### src/rtl/core_mem_lsu.sv
// MEM-stage load/store unit: issues one data-memory access per memory op, aligns/extends load data.
// Latency: 1 cycle for ALU results, >=2 for stores, >=3 for loads; stalls upstream while busy.
module core_mem_lsu #(
   parameter int ADDR_W = 64
) (
   input  logic              clock,
   input  logic              reset,
   input  logic [63:0]       ex_out,
   input  logic [63:0]       ex_B_data,
   input  logic [4:0]        ex_W_regnum,
   input  logic              ex_write_enable,
   input  logic [1:0]        ex_mem_load_type,
   input  logic [1:0]        ex_mem_store_type,
   input  logic              ex_signed_byte,
   input  logic              ex_signed_word,
   output logic              mem_req_valid,
   input  logic              mem_req_ready,
   output logic [ADDR_W-1:0] mem_req_addr,
   output logic              mem_req_we,
   output logic [7:0]        mem_req_be,
   output logic [63:0]       mem_req_wdata,
   input  logic              mem_resp_valid,
   input  logic [63:0]       mem_resp_rdata,
   output logic              stall_out,
   output logic              addr_error,
   output logic [63:0]       MEM_data,
   output logic [4:0]        MEM_W_regnum,
   output logic              MEM_write_enable
);

   typedef enum logic [1:0] {S_IDLE, S_REQ, S_WAIT} state_t;

   state_t            r_state;
   logic              r_done;
   logic [ADDR_W-1:0] r_addr;
   logic [2:0]        r_off;
   logic [1:0]        r_size;
   logic              r_is_load;
   logic              r_sb;
   logic              r_sw;
   logic              r_we;
   logic [4:0]        r_rd;
   logic [7:0]        r_be;
   logic [63:0]       r_wdata;
   logic              r_addr_err;
   logic [63:0]       r_mem_data;
   logic [4:0]        r_mem_rd;
   logic              r_mem_we;

   logic              w_is_load;
   logic              w_mem_op;
   logic [1:0]        w_size;
   logic [2:0]        w_off;
   logic              w_misalign;
   logic              w_issue;
   logic [7:0]        w_be;
   logic [63:0]       w_wdata;
   logic [63:0]       w_shifted;
   logic [63:0]       w_load_val;

   assign w_is_load  = (ex_mem_load_type != 2'd0);
   assign w_mem_op   = w_is_load | (ex_mem_store_type != 2'd0);
   assign w_size     = w_is_load ? ex_mem_load_type : ex_mem_store_type;
   assign w_off      = ex_out[2:0];
   assign w_misalign = ((w_size == 2'd2) && (w_off[1:0] != 2'd0)) ||
                       ((w_size == 2'd3) && (w_off != 3'd0));
   // r_done marks the one cycle where EX still holds the op that just completed
   assign w_issue    = (r_state == S_IDLE) && !r_done && w_mem_op && !w_misalign;
   assign stall_out  = (r_state != S_IDLE) | w_issue;
   assign w_wdata    = ex_B_data << {w_off, 3'b000};

   always_comb begin
      w_be = 8'hFF;
      case (w_size)
         2'd1:    w_be = 8'b0000_0001 << w_off;
         2'd2:    w_be = 8'b0000_1111 << w_off;
         default: w_be = 8'hFF;
      endcase
   end

   assign w_shifted = mem_resp_rdata >> {r_off, 3'b000};

   always_comb begin
      w_load_val = w_shifted;
      case (r_size)
         2'd1:    w_load_val = {{56{r_sb & w_shifted[7]}}, w_shifted[7:0]};
         2'd2:    w_load_val = {{32{r_sw & w_shifted[31]}}, w_shifted[31:0]};
         default: w_load_val = w_shifted;
      endcase
   end

   always_ff @(posedge clock) begin
      if (!reset) begin
         r_state    <= S_IDLE;
         r_done     <= 1'b0;
         r_addr     <= '0;
         r_off      <= 3'd0;
         r_size     <= 2'd0;
         r_is_load  <= 1'b0;
         r_sb       <= 1'b0;
         r_sw       <= 1'b0;
         r_we       <= 1'b0;
         r_rd       <= 5'd0;
         r_be       <= 8'd0;
         r_wdata    <= 64'd0;
         r_addr_err <= 1'b0;
         r_mem_data <= 64'd0;
         r_mem_rd   <= 5'd0;
         r_mem_we   <= 1'b0;
      end else begin
         r_addr_err <= 1'b0;
         case (r_state)
            S_IDLE: begin
               if (r_done) begin
                  r_done <= 1'b0;
               end else if (w_mem_op && w_misalign) begin
                  r_addr_err <= 1'b1;
                  r_mem_we   <= 1'b0;
               end else if (w_mem_op) begin
                  r_addr    <= {ex_out[ADDR_W-1:3], 3'b000};
                  r_off     <= w_off;
                  r_size    <= w_size;
                  r_is_load <= w_is_load;
                  r_sb      <= ex_signed_byte;
                  r_sw      <= ex_signed_word;
                  r_we      <= ex_write_enable;
                  r_rd      <= ex_W_regnum;
                  r_be      <= w_be;
                  r_wdata   <= w_wdata;
                  r_mem_we  <= 1'b0;
                  r_state   <= S_REQ;
               end else begin
                  r_mem_data <= ex_out;
                  r_mem_rd   <= ex_W_regnum;
                  r_mem_we   <= ex_write_enable;
               end
            end
            S_REQ: begin
               if (mem_req_ready) begin
                  if (r_is_load) begin
                     r_state <= S_WAIT;
                  end else begin
                     r_mem_we <= 1'b0;
                     r_done   <= 1'b1;
                     r_state  <= S_IDLE;
                  end
               end
            end
            S_WAIT: begin
               if (mem_resp_valid) begin
                  r_mem_data <= w_load_val;
                  r_mem_rd   <= r_rd;
                  r_mem_we   <= r_we;
                  r_done     <= 1'b1;
                  r_state    <= S_IDLE;
               end
            end
            default: r_state <= S_IDLE;
         endcase
      end
   end

   assign mem_req_valid    = (r_state == S_REQ);
   assign mem_req_addr     = r_addr;
   assign mem_req_we       = ~r_is_load;
   assign mem_req_be       = r_be;
   assign mem_req_wdata    = r_wdata;
   assign addr_error       = r_addr_err;
   assign MEM_data         = r_mem_data;
   assign MEM_W_regnum     = r_mem_rd;
   assign MEM_write_enable = r_mem_we;

endmodule

### config.mk
export PLATFORM = sky130hd
export DESIGN_NAME = core_mem_lsu
export DESIGN_NICKNAME = d
export VERILOG_FILES = /design/src/rtl/core_mem_lsu.sv
export SDC_FILE = /design/constraint.sdc
export NUM_CORES = 1
export LEC_CHECK = 0
export BUFFER_PORTS_ARGS = -buffer_cell sky130_fd_sc_hd__buf_2
export CORE_ASPECT_RATIO = 0.7
export CORE_MARGIN = 5
export CORE_UTILIZATION = 45
export DETAILED_ROUTE_END_ITERATION = 8
export PLACE_DENSITY = 0.73
export SETUP_SLACK_MARGIN = 0.02
export SYNTH_ARGS = -nofsm -noshare
export SYNTH_HDL_FRONTEND = slang
export SYNTH_SLANG_ARGS = --single-unit
### constraint.sdc
create_clock -name clock -period 3.55 [get_ports clock]
set_input_delay 0.8875 -clock clock [delete_from_list [all_inputs] [get_ports clock]]
set_output_delay 0.8875 -clock clock [all_outputs]
set_load 0.1 [all_outputs]
---- After elaboration in Yosys (flattened, before gate mapping) ----
Cells that the tools add are included.
word-level totals
  bits in registers ....................... 221
  latch bits .............................. 0
  bits in writable memories ............... 0
  ROM bits ................................ 0
  input bits .............................. 208
  output and inout port bits .............. 210
  logic and storage cells ................. 98
  memories ................................ 0
cells by class
  add/sub/neg operators ................... 0
  multipliers ............................. 0
  divide/modulo/power cells ............... 0
  order comparisons ....................... 0
  equal/unequal tests ..................... 14
  shift operators ......................... 4
  multiplexer cells ....................... 32
  bitwise operators ....................... 9
  reduce and logical (&&, ||, !) cells .... 23
operator list
  kind                                                                   number
  64-bit 2-to-1 mux                                                      4
  64-bit one-hot mux with 2 select lines                                 2
  64-bit by 6-bit left shift with 64-bit output                          1
  64-bit by 6-bit right shift with 64-bit output                         1
  5-bit 2-to-1 mux                                                       4
  8-bit one-hot mux with 2 select lines                                  1
  5-bit AND reduction                                                    3
  2-bit 2-to-1 mux                                                       7
  2-bit inequality test, second input constant                           6
  1-bit 2-to-1 mux                                                       10
  5-bit one-hot mux with 2 select lines                                  1
  2-bit nonzero test                                                     5
  2-bit equality test, second input constant                             4
  4-bit AND reduction                                                    2
  1-bit by 3-bit left shift with 8-bit output, first input constant      1
  4-bit by 3-bit left shift with 8-bit output, first input constant      1
  2-bit by 1-bit equality test with 1-bit output, second input constant  3
  1-bit logical AND                                                      6
  1-bit one-hot mux with 3 select lines                                  2
  2-bit one-hot mux with 3 select lines                                  1
  3-bit nonzero test                                                     2
  1-bit inverter                                                         5
  3-bit OR reduction                                                     1
  1-bit bitwise AND                                                      2
  other kinds (5)                                                        7

---- Longest topological paths before layout ----
Gate-level depths: netlist (run 1).
  depth after elaboration ................. 9
  gate-level depth with buffers ........... 12

---- Worst setup path before layout (run 1) ----
OpenSTA, ideal clock, no wires.
  kind .................................... input port to output port
  start point ............................. in ex_mem_load_type[1]
  end point ............................... out stall_out
  arrival ................................. 2.828 ns
  required time ........................... 2.663 ns
  setup slack ............................. -0.166 ns
  cell stages on the path ................. 9
  path buffers ............................ 2
  cell sequence ........................... inv_1 a21oi_1 inv_1 ha_1 a211oi_2 o2111ai_2 buf_2 buf_2 nand2_1
on the way
  cells in the longest elaborated chain, start to end .. 8
  elaborated cells between the ends (all ways) .. 12
RTL lines
  item                                           RTL line  source
  from (decl)                                    12        input logic [1:0] ex_mem_load_type,
  2-bit nonzero test *                           61        assign w_is_load = (ex_mem_load_type != 2'd0);
  2-bit 2-to-1 mux *                             63        assign w_size = w_is_load ? ex_mem_load_type : ex_mem_store_type;
  net w_size[0]                                  52        logic [1:0] w_size;
  2-bit equality test, on equally long branches  65, 66
  1-bit logical AND, on equally long branches    65, 66
  1-bit logical OR *                             65        assign w_misalign = ((w_size == 2'd2) && (w_off[1:0] != 2'd0)) ||
  1-bit zero test *                              68        assign w_issue = (r_state == S_IDLE) && !r_done && w_mem_op && !w_misalign;
  1-bit logical AND *                            68
  1-bit bitwise OR *                             69        assign stall_out = (r_state != S_IDLE) | w_issue;
  to (decl)                                      24        output logic stall_out,
Mark *: on every way through the listed nets, which the timed path passes. The rest lies on a longest branch.

---- Worst setup path in the final report (run 1) ----
Ends and elaborated chain as after synthesis.

==> impl_metrics.json, run 1 <==
{
  "status": "complete, no violations",
  "grt_use_total_pct": 30.1,
  "synth_area_mm2": 0.0117,
  "fmax_mhz": 295,
  "ys_warn_count": 0,
  "vias": 12400,
  "synth-async-reset-ratio_pct": 0,
  "finalHoldViolations": 0,
  "totalWireLength_um": 46800,
  "antenna_left": 0,
  "hpwl_um": 34700,
  "ys.flop_type": "dfxtp_1",
  "clkPwrFrac_pct": 22.4,
  "setup_tns_ns": 0,
  "start_kind": "input pin",
  "p_seq_share_pct": 27.3,
  "synth_edf_count": 0,
  "via_per_inst": 5.80,
  "power_switching_mw": 6.03,
  "grt_max_degree": 88,
  "clock_skew_ns": 0.0167,
  "synth_area_per_cell_um2": 8.19,
  "initial_core_util_pct": 45.7,
  "final_util_pct": 58.0,
  "power_frac_comb_pct": 50.2,
  "hold_path_depth": 2,
  "drt_pass1_iterations": 6,
  "nets": 1994,
  "area_growth_pct": 27.0,
  "stdcell_area_mm2": 0.0149,
  "post-place-ws_ns": 0.158,
  "finalWorstSetupSlack_ns": 0.158,
  "power_mw": 11.7,
  "synth_seq_cells": 221,
  "holdCritPathClass": "reg -> reg",
  "clock_latency_ns": 0.54,
  "p_leak_nw": 6.67,
  "die_area_mm2": 0.0295,
  "cp.required_ns": 2.66,
  "overflow": 0,
  "fillers": 2372,
  "synth_seq_area_share_pct": 37.7,
  "first_global_vias": 11800,
  "synth_cell_types": 51,
  "post_cts_resized": 0,
  "rsz0062_at_grt": "false",
  "ir_worst_vdd_mv": 0.400,
  "tritoncts": "done",
  "rows": 49,
  "layout_min_cycle_time_ns": 3.39,
  "clkSlewWorstSetupHoldPaths_ns": 0.05,
  "cts_sinks": 221,
  "clockBufferDepth": 3,
  "worst_pin_slew_ns": 1.02,
  "dpl.cell_count": 2083,
  "holdWs_ns": 0.451,
  "ys_top_cells_by_count": "244 x nand2_1, 221 x dfxtp_1, 176 x a21oi_1",
  "htreeDepth": 1,
  "synth_top_area_share_pct": 37.7,
  "drive_above_1_share_pct": 31.3,
  "drc": 0,
  "synth_top_cell_by_area": "dfxtp_1",
  "core_mm2": 0.0257,
  "grt_pass1_wl_um": 71500,
  "postPlaceCellArea_mm2": 0.0141,
  "yosysMostFrequentCell": "nand2_1",
  "clk_root_buffer_cell": "clkbuf_16",
  "syn_inst": 1433,
  "ff2ff_path_depth": 6,
  "gp_congestion": 0.993,
  "p_sw_share_pct": 51.5,
  "min_period_over_period_pct": 95.6,
  "crit_type": "in -> out",
  "antenna_found_initial": 12,
  "final-setup-viol-count": 0,
  "cp-end-kind": "output port",
  "critPathArrivalTime_ns": 2.50,
  "finalNonFillerCells": 2132,
  "slew_violations": 0,
  "maxCapViolCount": 0,
  "die_w_um": 203,
  "fp.dieH_um": 145,
  "internal-power_mw": 5.67,
  "synth_area_leaders": "dfxtp_1 38%, mux2i_1 9.7%, nand2_1 7.8%",
  "drtIter0Drc": 1204,
  "io_buffers": 414,
  "cts-hold-fix-buffers": 0,
  "cts_buffers": 24,
  "pin_count": 418,
  "p_per_area_mw_per_mm2": 785,
  "worstPathMaxFanout": 4,
  "wl_per_cell_um": 21.9,
  "cts_setup_buffers": 0,
  "slew-limit-headroom_pct": 31.9
}
critical path, stage by stage:
cell and delay [ns]:
buf_2 0.14, inv_1 0.06, a21oi_1 0.19, inv_1 0.10, ha_1 0.24, a211oi_2 0.40, o2111ai_4 0.17, nand2_2 0.14
buf_12 0.18
cell type report:
class | count | area, µm² | area share (%)
clock buffer | 33 | 717 | 4.81
antenna | 8 | 20.0 | 0.134
clock inverter | 8 | 101 | 0.680
tap | 331 | 414 | 2.78
multi-input combinational | 1061 | 6680 | 44.8
timing repair buffer | 454 | 2480 | 16.6
sequential | 221 | 4430 | 29.7
inverter | 16 | 65.1 | 0.437
layout by cell type, fill, tap and decap left out, types with 7 or more instances in the layout:
cell type | synthesis | routed
nor2_1 | 126 | 126
o211a_1 | 9 | 9
nand3_1 | 11 | 11
nor3_1 | 39 | 38
buf_12 | 0 | 8
mux2i_1 | 114 | 114
a2bb2oi_1 | 9 | 9
o22ai_1 | 14 | 14
dfxtp_1 | 221 | 219
inv_1 | 14 | 13
a22oi_1 | 10 | 10
a211oi_1 | 25 | 25
o21ai_0 | 27 | 27
o211ai_1 | 41 | 41
a311oi_1 | 16 | 16
nand2_1 | 244 | 243
diode_2 | 0 | 8
and2_1 | 10 | 10
buf_2 | 46 | 412
o221ai_1 | 18 | 18
buf_4 | 10 | 34
or3_1 | 39 | 39
a2111oi_0 | 10 | 10
mux4_2 | 16 | 16
clkbuf_16 | 0 | 26
ha_1 | 8 | 7
a32o_1 | 14 | 14
nor2b_1 | 8 | 8
nand2b_1 | 12 | 12
or2_2 | 17 | 17
mux2_2 | 20 | 20
a21oi_1 | 176 | 176
a221oi_1 | 8 | 8
flip-flops by register name, summed over array words and instances (netlist names):
register          cells
MEM_data             64
mem_req_wdata        64
mem_req_addr         61
mem_req_be            8
MEM_W_regnum          5
r_rd                  5
r_off                 3
r_size                2
r_state               2
MEM_write_enable      1
addr_error            1
r_done                1
r_is_load             1
r_sb                  1
r_sw                  1
r_we                  1
cell families after synthesis:
group,count (synthesis),share of synthesized area [%]
multiplexers,150,14.7
adder cells (fa/ha/maj),8,0.853
flip-flops,221,37.7
other,1,0.0320
buffers and inverters,153,5.90
AND/OR/NAND/NOR,513,19.0
AO/OA/AOI/OAI,387,21.8
power groups by stage:
stage	Clock (mW)	Sequential [mW]	Combinational (mW)
3_5_place_dp	0	3.24	5.85
4_1_cts	2.66	3.19	5.86
5_1_grt	2.78	3.25	6.14
2_1_floorplan	0	5.95	1.83
3_3_place_gp	0	3.23	5.81
6_report	2.63	3.20	5.88
per-layer routing:
layer	vias up	global-route usage [%]	share of wire [%]
met5	-	0	0.077
met4	6	8.26	2.9
met3	90	8.36	10
met2	619	44.8	43
met1	5815	43.1	44
li1	5833	-	-
worst paths after layout:
kind | from | endpoint | slack (ns)
min reg2reg | mem_req_addr[45] | mem_req_addr[45] | 0.45
max | ex_mem_load_type[1] | stall_out | 0.16
min | mem_req_addr[45] | mem_req_addr[45] | 0.45
max reg2reg | r_off[0] | MEM_data[6] | 0.81
Power figures use the tool's default switching activity.
==> run 2, diff against run 1 <==
--- a/config.mk
+++ b/config.mk
@@ -11,6 +11,7 @@
 export CORE_UTILIZATION = 45
 export DETAILED_ROUTE_END_ITERATION = 8
 export PLACE_DENSITY = 0.73
+export REMOVE_ABC_BUFFERS = 1
 export SETUP_SLACK_MARGIN = 0.02
 export SYNTH_ARGS = -nofsm -noshare
 export SYNTH_HDL_FRONTEND = slang
==> impl_metrics.json, run 2 (same netlist as run 1, synthesis figures left out) <==
{
  "min_to": "mem_req_addr[49]",
  "p_sw_share_pct": 51.5,
  "pin_count": 418,
  "grt_pass1_wl_um": 67600,
  "slowest_delay_ns": 0.36,
  "rsz0062_at_grt": "false",
  "vias": 12400,
  "nets": 1993,
  "die_w_um": 203,
  "stdcell_area_mm2": 0.0148,
  "drive_above_1_share_pct": 31.4,
  "slowest_stage": "a211oi_2",
  "initial_core_util_pct": 45.7,
  "r2r_start": "r_off[2]",
  "drt_pass1_iterations": 6,
  "clockBufferDepth": 3,
  "area_growth_pct": 26.5,
  "layout.area.seq_mm2": 0.00443,
  "io_buffers": 414,
  "hpwl_um": 32100,
  "regToRegEndpoint": "MEM_data[59]",
  "status": "complete, no violations",
  "core_mm2": 0.0257,
  "layout_common_cells": "412 x buf_2, 244 x nand2_1, 219 x dfxtp_1",
  "totalWireLength_um": 43600,
  "worstPathCellList": "buf_2, inv_1, a21oi_1, inv_1, ha_1, a211oi_2, o2111ai_4, nand2_1, buf_12",
  "clkPwrFrac_pct": 21.5,
  "final_util_pct": 57.8,
  "cp.required_ns": 2.66,
  "drc": 0,
  "hold_start": "mem_req_addr[49]",
  "postPlaceCellArea_mm2": 0.0141,
  "cp-end-kind": "output port",
  "power_switching_mw": 5.91,
  "layout_min_cycle_time_ns": 3.35,
  "gp_congestion": 0.933,
  "die_area_mm2": 0.0295,
  "fillers": 2355,
  "dpl.cell_count": 2083,
  "overflow": 0,
  "cts_setup_buffers": 0,
  "internal-power_mw": 5.57,
  "tritoncts": "done",
  "grt_use_total_pct": 27.7,
  "cts_sinks": 221,
  "clk_root_buffer_cell": "clkbuf_16",
  "maxCapViolCount": 0,
  "multiInputGateArea_mm2": 0.00669,
  "slew-limit-headroom_pct": 38.1,
  "worstPathMaxFanout": 4,
  "clkSlewWorstSetupHoldPaths_ns": 0.06,
  "wl_per_cell_um": 20.5,
  "ff2ff_path_depth": 7,
  "post_cts_resized": 0,
  "htreeDepth": 1,
  "drtIter0Drc": 1003,
  "finalNonFillerCells": 2124,
  "antenna_found_initial": 3,
  "power_frac_comb_pct": 51.1,
  "holdWs_ns": 0.449,
  "grt_max_degree": 78,
  "ir_worst_vdd_mv": 0.442,
  "cts_buffers": 23,
  "slew_violations": 0,
  "p_seq_share_pct": 27.5,
  "rows": 49,
  "holdCritPathClass": "reg -> reg",
  "fmax_mhz": 299,
  "finalHoldViolations": 0,
  "start_kind": "input pin",
  "clock_latency_ns": 0.51,
  "final-setup-viol-count": 0,
  "cts-hold-fix-buffers": 0,
  "crit_type": "in -> out",
  "p_per_area_mw_per_mm2": 772,
  "layout.cells.most_common": "buf_2",
  "critPathArrivalTime_ns": 2.46,
  "via_per_inst": 5.83,
  "hold_path_depth": 2,
  "clock_skew_ns": 0.00936,
  "setup_tns_ns": 0,
  "antenna_left": 0,
  "crit_top_cell": "inv_1",
  "r2r_slack_ns": 0.87,
  "fp.dieH_um": 145,
  "min_period_over_period_pct": 94.3,
  "first_global_vias": 11700,
  "p_leak_nw": 6.65,
  "worst_pin_slew_ns": 0.927
}
[run 2: cell types whose count changed in the layout (fill, tap and decap cells not counted), sizes merged]
cell      change
clkinv        +1
bufinv        -1
clkinvlp      -1
diode         -7
[run 2: layout make-up]
class / instances / share of cell area [%]
Clock inverter: 7 / 0.463
Sequential cell: 221 / 29.8
Antenna cell: 1 / 0.0169
Timing Repair Buffer: 454 / 16.8
Clock buffer: 33 / 4.67
Inverter: 16 / 0.438
Multi-Input combinational cell: 1061 / 45.0
Tap cell: 331 / 2.79
[run 2: through the flow]
step | power [mW] | worst slack [ns]
finish | 11.5 | 0.204
floorplan | 7.72 | -6.21
CTS | 11.5 | 0.200
global route | 11.9 | 0.0387
global placement | 8.96 | 0.241
detailed placement | 9.02 | 0.164
[run 2: power by group through the flow]
stage	logic (mW)	registers [mW]	clock network (mW)
floorplan	1.71	6.01	0
global placement	5.78	3.18	0
detailed placement	5.83	3.19	0
CTS	5.84	3.15	2.51
global route	6.14	3.20	2.61
finish	5.86	3.15	2.46
[run 2: critical path, delay by kind of cell]
kind	cells	cell delay, ns
compound gates	3	0.70
buf+inv	4	0.47
fa+ha+maj	1	0.23
simple gates	1	0.17
[run 2: layer usage]
| layer | track usage (%) | share of wire (%) |
|---|---|---|
| met2 | 42.9 | 44 |
| met1 | 39.9 | 43 |
| met3 | 6.29 | 10 |
| met5 | 0 | 0.078 |
| met4 | 6.03 | 2.6 |
[run 2: worst max path at each step]
stage | end | depth (start not counted) | from
finish | stall_out | 9 | ex_mem_load_type[1]
global route | stall_out | 9 | ex_mem_load_type[1]
CTS | stall_out | 9 | ex_mem_load_type[1]
detailed placement | r_is_load | 10 | ex_mem_store_type[1]
global placement | r_is_load | 10 | ex_mem_store_type[1]
floorplan | mem_req_wdata[40] | 9 | ex_mem_load_type[1]
